**src/rtl/merge_if.sv**
```systemverilog
// Handshake/data bundle between the kernel compute array (master side)
// and the merge write-back serializer (slave side).
interface merge_if #(
  parameter int DATA_WIDTH    = 32,
  parameter int KERNEL_LENGTH = 3
);
  logic                                    wen;
  logic [KERNEL_LENGTH-1:0][DATA_WIDTH-1:0] din;
  logic                                    ren;
  logic [DATA_WIDTH-1:0]                   dout;
  logic                                    valid;
  logic                                    last;
  logic                                    full_flag;
  logic                                    empty_flag;

  modport master (
    output wen, din, ren,
    input  dout, valid, last, full_flag, empty_flag
  );

  modport slave (
    input  wen, din, ren,
    output dout, valid, last, full_flag, empty_flag
  );
endinterface

```
**src/rtl/merge.sv**
```systemverilog
// merge: buffers one frame of BURST_LENGTH words on each of KERNEL_LENGTH
// parallel lanes, then serializes it lane-major onto a single stream for
// DMA write-back. Define MERGE_CHECKER_EN to expose internal pointers and
// RAM contents as debug ports.
module merge #(
  parameter int DATA_WIDTH    = 32,
  parameter int BURST_LENGTH  = 32,
  parameter int KERNEL_LENGTH = 3
) (
  input  logic clk,
  input  logic rst,
  merge_if.slave bus
`ifdef MERGE_CHECKER_EN
  ,
  output logic [$clog2(KERNEL_LENGTH)-1:0]                   lane_i_checker,
  output logic [$clog2(BURST_LENGTH)-1:0]                    beat_i_checker,
  output logic [$clog2(BURST_LENGTH)-1:0]                    wptr_i_checker,
  output logic [KERNEL_LENGTH-1:0][BURST_LENGTH-1:0][DATA_WIDTH-1:0] mem_checker
`endif
);

  localparam int PW = (BURST_LENGTH  > 1) ? $clog2(BURST_LENGTH)  : 1;
  localparam int LW = (KERNEL_LENGTH > 1) ? $clog2(KERNEL_LENGTH) : 1;
  localparam logic [PW-1:0] LAST_BEAT = PW'(BURST_LENGTH - 1);
  localparam logic [LW-1:0] LAST_LANE = LW'(KERNEL_LENGTH - 1);

  typedef enum logic {FILL, DRAIN} state_t;

  state_t                state;
  logic [PW-1:0]         wptr;
  logic [LW-1:0]         lane;
  logic [PW-1:0]         beat;
  logic [DATA_WIDTH-1:0] dout_r;
  logic                  valid_r;
  logic                  last_r;
  logic [DATA_WIDTH-1:0] mem [KERNEL_LENGTH][BURST_LENGTH];

  // Lane RAMs: all lanes written together at the shared pointer while filling.
  always_ff @(posedge clk) begin
    if (rst && state == FILL && bus.wen) begin
      for (int unsigned k = 0; k < KERNEL_LENGTH; k++) begin
        mem[k][wptr] <= bus.din[k];
      end
    end
  end

  // Frame FSM: fill pointer, drain counters and registered read outputs.
  always_ff @(posedge clk) begin
    if (!rst) begin
      state   <= FILL;
      wptr    <= '0;
      lane    <= '0;
      beat    <= '0;
      dout_r  <= '0;
      valid_r <= 1'b0;
      last_r  <= 1'b0;
    end else begin
      case (state)
        FILL: begin
          valid_r <= 1'b0;
          last_r  <= 1'b0;
          if (bus.wen) begin
            if (wptr == LAST_BEAT) begin
              wptr  <= '0;
              state <= DRAIN;
            end else begin
              wptr <= wptr + 1'b1;
            end
          end
        end
        DRAIN: begin
          if (bus.ren) begin
            dout_r  <= mem[lane][beat];
            valid_r <= 1'b1;
            last_r  <= (lane == LAST_LANE) && (beat == LAST_BEAT);
            if (beat == LAST_BEAT) begin
              beat <= '0;
              if (lane == LAST_LANE) begin
                lane  <= '0;
                state <= FILL;
              end else begin
                lane <= lane + 1'b1;
              end
            end else begin
              beat <= beat + 1'b1;
            end
          end else begin
            valid_r <= 1'b0;
            last_r  <= 1'b0;
          end
        end
        default: state <= FILL;
      endcase
    end
  end

  assign bus.dout       = dout_r;
  assign bus.valid      = valid_r;
  assign bus.last       = last_r;
  assign bus.full_flag  = (state == DRAIN);
  assign bus.empty_flag = (state == FILL) && (wptr == '0);

`ifdef MERGE_CHECKER_EN
  assign lane_i_checker = lane;
  assign beat_i_checker = beat;
  assign wptr_i_checker = wptr;

  // Flatten the lane RAMs onto the debug port.
  always_comb begin
    mem_checker = '0;
    for (int unsigned k = 0; k < KERNEL_LENGTH; k++) begin
      for (int unsigned b = 0; b < BURST_LENGTH; b++) begin
        mem_checker[k][b] = mem[k][b];
      end
    end
  end
`endif

endmodule

```
**src/flat_wrapper.sv**
```systemverilog
// flat-port wrapper written by rule: the top's interface ports become plain ports
module merge_flat 
#(
  parameter int DATA_WIDTH    = 32,
  parameter int BURST_LENGTH  = 32,
  parameter int KERNEL_LENGTH = 3
)
  (clk, rst, bus_wen, bus_din, bus_ren, bus_dout, bus_valid, bus_last, bus_full_flag, bus_empty_flag);
  merge_if #(.DATA_WIDTH(DATA_WIDTH), .KERNEL_LENGTH(KERNEL_LENGTH)) bus_i ();
  input  logic clk;
  input  logic rst;
  input wire logic [$bits(bus_i.wen)-1:0] bus_wen;
  input wire logic [$bits(bus_i.din)-1:0] bus_din;
  input wire logic [$bits(bus_i.ren)-1:0] bus_ren;
  output wire logic [$bits(bus_i.dout)-1:0] bus_dout;
  output wire logic [$bits(bus_i.valid)-1:0] bus_valid;
  output wire logic [$bits(bus_i.last)-1:0] bus_last;
  output wire logic [$bits(bus_i.full_flag)-1:0] bus_full_flag;
  output wire logic [$bits(bus_i.empty_flag)-1:0] bus_empty_flag;
  assign bus_i.wen = bus_wen;
  assign bus_i.din = bus_din;
  assign bus_i.ren = bus_ren;
  assign bus_dout = bus_i.dout;
  assign bus_valid = bus_i.valid;
  assign bus_last = bus_i.last;
  assign bus_full_flag = bus_i.full_flag;
  assign bus_empty_flag = bus_i.empty_flag;
  merge #(.DATA_WIDTH(DATA_WIDTH), .BURST_LENGTH(BURST_LENGTH), .KERNEL_LENGTH(KERNEL_LENGTH)) u_core (.clk(clk), .rst(rst), .bus(bus_i));
endmodule
```
**config.mk**
```make
export PLATFORM = sky130hd
export DESIGN_NAME = merge_flat
export DESIGN_NICKNAME = d
export VERILOG_FILES = /design/src/rtl/merge_if.sv /design/src/rtl/merge.sv /design/src/flat_wrapper.sv
export SDC_FILE = /design/constraint.sdc
export NUM_CORES = 2
export LEC_CHECK = 0
export CORE_UTILIZATION = 55
export CTS_CLUSTER_DIAMETER = 120
export DETAILED_ROUTE_END_ITERATION = 10
export PLACE_DENSITY = 0.77
export SLEW_MARGIN = 5
export SYNTH_ARGS = -nofsm -noshare
export SYNTH_HDL_FRONTEND = slang
export SYNTH_SLANG_ARGS = --single-unit
```
**constraint.sdc**
```tcl
create_clock -name clk -period 6.39 [get_ports clk]
set_clock_uncertainty 0.1 [all_clocks]
set_input_delay 1.278 -clock clk [delete_from_list [all_inputs] [get_ports clk]]
set_output_delay 1.278 -clock clk [all_outputs]
set_load 0.02 [all_outputs]
```
==> Word level (Yosys, flattened, before mapping) <==
Memory sizes are Yosys's and may differ from the RTL's. A register that Yosys moved wholly into a read port is not among the register bits.
Cells that the tools add are included.
{ "classes": {"n_addsub": 3, "multipliers": 0, "div_mod_pow": 0, "order_cmp": 3, "eq_ne": 3, "shift": 0, "muxes": 22, "n_bitwise": 3, "reduce_logical": 9} }
{ "ops": {"columns": ["cell", "count"], "rows": [
  ["two-way mux 1024 bit", 1],
  ["binary-select mux 32 bit (select 5 bit)", 1],
  ["demux 32 bit (select 5 bit)", 1],
  ["two-way mux 32 bit", 3],
  ["greater-or-equal comparator 6 bit, second input constant", 2],
  ["NOT 5 -> 6 bit", 2],
  ["adder 5 x 1 -> 5 bit, second input constant", 2],
  ["== test 5 bit, second input constant", 2],
  ["two-way mux 5 bit", 2],
  ["two-way mux 1 bit", 8],
  ["less-than comparator 6 x 1 -> 1 bit, second input constant", 1],
  ["two-way mux 2 bit", 3],
  ["case mux 1 bit (2 select lines)", 3],
  ["logical AND 1 bit", 5],
  ["zero test 5 bit", 1],
  ["AND reduction 2 bit", 2],
  ["AND reduction 3 bit", 1],
  ["adder 2 x 1 -> 2 bit, second input constant", 1],
  ["== test 2 bit, second input constant", 1],
  ["NOT 1 bit", 1]
]} }
{ "word_totals": {"register_bits": 47, "latch_bits": 0, "ramBits": 3072, "mem_bits_ro": 0, "inputBits": 100, "out_inout_bits": 36, "n_memories": 1} }
{ "memory_table": {"columns": ["name", "depth", "word_bits", "read_ports", "rd_clocked_by_memory_dff", "wr", "line_no", "rtl"], "rows": [
  ["u_core.mem", 3, 1024, 1, 1, 3, "merge.sv:36", "logic [DATA_WIDTH-1:0] mem [KERNEL_LENGTH][BURST_LENGTH];"]
]} }

==> Longest topological paths before layout <==
{ "depth": {"ltp_word": 6, "mapped_depth": 12, "depth_no_buf": 7} }

==> Worst setup path after synthesis <==
No wires, ideal clock.
{ "synth_path": {"path_kind": "input port to flip-flop", "from": "input bus_wen", "to": "memory u_core.mem[0][0] (netlist bit) (enable)", "setup_ns": 0.552, "arrival_ns": 5.895, "t_required_ns": 5.738, "setup_slack_ns": -0.157, "path_stages": 3, "path_cell_list": "nor2b_1 -> nand3_1 -> nor2_1"} }
{ "synth_lines": {"columns": ["element", "line_no", "rtl"], "rows": [
  ["start, declared", "flat_wrapper.sv:12", "input wire logic [$bits(bus_i.wen)-1:0] bus_wen;"],
  ["end, declared", "merge.sv:36", null]
]} }

==> Worst setup path after layout <==
{ "layout_path": {"from": "register u_core.wptr[2]", "to": "output bus_empty_flag"} }
{ "layout_via": {"elab_chain_cells": 2} }
{ "layout_rtl": {"columns": ["element", "line_no", "rtl"], "rows": [
  ["start, declared", "merge.sv:30", "logic [PW-1:0] wptr;"],
  ["start signal, assigned", "merge.sv:67", "wptr <= wptr + 1'b1;"],
  ["zero test 5 bit", "merge.sv:101", "assign bus.empty_flag = (state == FILL) && (wptr == '0);"],
  ["logical AND 1 bit", "merge.sv:101", null],
  ["end, declared", "flat_wrapper.sv:19", "output wire logic [$bits(bus_i.empty_flag)-1:0] bus_empty_flag;"]
]} }
No other way between the ends.

==> flow_summary.ini <==
[setup_path]
path_cells = or3_1 > nor3b_1 > clkdlybuf4s50_1
startpoint_type = flip-flop
r2r_cells = 7
arrival_ns = 3.38
end_kind = output port
reg2reg_slack_ns = 2.41
crit_slowest_cell = clkdlybuf4s50_1
critPathRequiredTime_ns = 5.01
cp_max_fo = 13
r2r-end = u_core.bus.dout[23]
critical-path-max-stage-delay_ns = 0.73
crit_type = reg2out
r2r-start = u_core.beat[1]

[global_routing]
overflow = 0
grtUsageMet2_pct = 47.02
grt_busiest_layer = met2
grt_use_total_pct = 30.91
grt_max_degree = 171
grt_pass1_vias = 65050
antenna_found_initial = 26
grt_pass1_wl_um = 484100
grt_util_met3_pct = 8.862
grt_util_met1_pct = 40.66

[synthesis]
ys_seq_area_share_pct = 76.81
yosys_warnings = 0
netlist_area_um2 = 121400
synth_cell_types = 73
synthFlopType = edfxtp_1
synth-seq-cells = 3121
synth-edff-count = 3072
async_flop_share_pct = 0
syn-mean-instance-area_um2 = 19.96
syn_inst = 6080
synthesis.nets = 6187

[cts]
clkTransAtPathRegs_ns = 0.06
hold_buffers = 0
clock_latency_ns = 0.94
cts_root_buf = clkbuf_16
cts_num_sinks = 3121
cts_buffers = 319
cts.repair.resized = 0
clock_path_buffers = 4
post-cts-setup-buffer-count = 0
htree_levels = 5
cts_tree = done

[detailed_routing]
wire_per_inst_um = 36.13
vias = 66380
totalWireLength_um = 345000
drt_iter0_drc = 10650
drc = 0
ant_nets = 0
routed_via_density = 6.952
firstDrtPassIters = 6

[worst_hold_path]
hp-class = reg2reg
hold_depth = 2
hp-start = u_core.lane[0]

[cells_and_area]
drive_gt1_share_pct = 23.05
final_cell_count_no_fill = 9549
final_core_util_pct = 62.09
fillerInstances = 14470
seq_area_um2 = 93250
nets = 6533
syn_to_final_growth_pct = 12.29
multi_input_area_um2 = 26320

[timing]
post-route-period-util_pct = 74.44
tightest_slew_ns = 1.385
worst_slack_ns = 1.633
max_slew_margin_pct = 7.375
rsz0062_at_grt = false
finalCriticalPeriod_ns = 4.757
final_max_slew_viol_count = 0
setup_violations = 0
fin_hold_ws_ns = 0.4277
max_freq_ghz = 0.2102
finalHoldViolCount = 0

[pwr]
ir_worst_vdd_v = 0.0003077
p_seq_share_pct = 55.5
power_switching_share_pct = 19.73
p_sw_uw = 8012
pwr-share-clk_pct = 43.0
intPower_uw = 32600
pwr-share-comb_pct = 1.5
power_density_nw_per_um2 = 298.0
p_leak_uw = 0.04121

[run]
maxCapViolations = 0

[placement]
port_buffers = 135
place_inst = 8976
place_congestion = 0.9049
dp_slack_ns = 1.647
hpwl_um = 191000

[floorplan]
rows = 172
pin_count = 136
die_y_um = 471.8
start_util_pct = 55.29
die_area_um2 = 222600
die_w_um = 471.8
core_area_um2 = 219500

[run_status]
status = finished clean
-- sequential cells by signal, summed over array words and instances, names as in the netlist, named ones only --
signal / count
u_core.wptr: 5
u_core.mem: 3072
u_core.bus.valid: 1
u_core.bus.full_flag: 1
u_core.beat: 5
u_core.lane: 2
u_core.bus.last: 1
u_core.bus.dout: 32
-- layout make-up --
type	count	area share, %
sequential	3121	68.42
antenna	23	0.04223
clock inverter	131	0.7372
timing repair buffer	372	2.527
tap	2871	2.636
inverter	11	0.03948
multi-input combinational	2601	19.31
clock buffer	419	6.284
-- power groups by stage --
stage / logic, uW / clock network [uW] / registers, uW
2_1_floorplan: 65.4 / 0 / 23000
3_3_place_gp: 579 / 0 / 23000
3_5_place_dp: 599 / 0 / 23000
4_1_cts: 600 / 17500 / 22500
5_1_grt: 621 / 18300 / 22500
6_report: 608 / 17500 / 22500
-- per-layer routing --
layer	wire length (um)	part of all wire, %
met3	47780	14
met5	121	0.035
met4	20780	6.0
met1	118000	34
met2	158400	46
-- how the worst max path moves through the flow --
stage | startpoint | slack (ns) | cells past startpoint | to
floorplan | bus_wen | -0.16 | 3 | u_core.mem[0][0]
global placement | bus_wen | 1.72 | 5 | u_core.mem[2][357]
detailed placement | bus_wen | 1.65 | 5 | u_core.mem[2][362]
CTS | u_core.wptr[2] | 1.61 | 3 | bus_empty_flag
global route | u_core.wptr[2] | 1.61 | 3 | bus_empty_flag
finish | u_core.wptr[2] | 1.63 | 3 | bus_empty_flag
-- worst max-delay path: cells and delay by family, from the launching register on --
family	cells	cell delay (ns)
buf+inv	1	0.73
flops	1	0.41
simple gates	2	1.29
-- per-stage QoR --
step | instance area (um2) | power [uW] | setup TNS (ns)
2_1_floorplan | 121400 | 23060 | -476.60
3_3_place_gp | 126700 | 23550 | 0
3_5_place_dp | 126700 | 23580 | 0
4_1_cts | 136200 | 40670 | 0
5_1_grt | 136200 | 41450 | 0
6_report | 136300 | 40610 | 0
-- synth_stat cells (8+ instances only) --
| cell type | count | share of area (%) |
|---|---|---|
| mux2i_1 | 393 | 3.2 |
| o21ai_0 | 217 | 0.89 |
| nor2b_1 | 17 | 0.088 |
| nand4_1 | 11 | 0.057 |
| buf_2 | 102 | 0.42 |
| buf_6 | 47 | 0.44 |
| o22ai_1 | 47 | 0.24 |
| nor2_1 | 139 | 0.43 |
| inv_1 | 8 | 0.025 |
| buf_4 | 56 | 0.35 |
| mux4_2 | 477 | 8.9 |
| nand3_1 | 37 | 0.15 |
| a2111oi_0 | 12 | 0.087 |
| edfxtp_1 | 3072 | 76 |
| a211oi_1 | 37 | 0.23 |
| buf_1 | 16 | 0.049 |
| dfxtp_1 | 49 | 0.81 |
| a22oi_1 | 50 | 0.31 |
| mux2_2 | 301 | 2.8 |
| a221oi_1 | 17 | 0.12 |
| o221ai_1 | 20 | 0.14 |
| nand2b_1 | 21 | 0.11 |
| nand2_1 | 351 | 1.1 |
| a22o_1 | 17 | 0.12 |
| a31oi_1 | 32 | 0.16 |
| o211ai_1 | 87 | 0.54 |
| nor4_1 | 11 | 0.057 |
| o2111ai_1 | 19 | 0.14 |
| clkbuf_1 | 118 | 0.36 |
| a311oi_1 | 9 | 0.065 |
| nor3_1 | 36 | 0.15 |
| a21oi_1 | 139 | 0.57 |
-- placed cells by master, fill, tap and decap left out, types with 50 or more instances in the layout --
master	instances
mux4_2	477
a21oi_1	139
mux2i_1	393
clkinv_1	67
clkbuf_16	324
o21ai_0	216
nand2_1	350
a22oi_1	50
mux2_2	301
buf_4	198
edfxtp_1	3072
clkbuf_1	85
o211ai_1	87
clkdlybuf4s50_1	100
nor2_1	94
-- cell families (layout without fill, tap and decap cells) --
| logic type | after synthesis | in the layout | share of synthesized area, % |
|---|---|---|---|
| adders and majority gates | 7 | 7 | 0.07216 |
| DFF | 3121 | 3121 | 76.81 |
| AOI/OAI and AO/OA | 757 | 757 | 4.035 |
| buffers and inverters | 358 | 933 | 1.755 |
| other | 0 | 23 | 0 |
| and+or+nand+nor | 656 | 656 | 2.330 |
| muxes | 1181 | 1181 | 14.99 |
(Power assumes the default switching activity.)
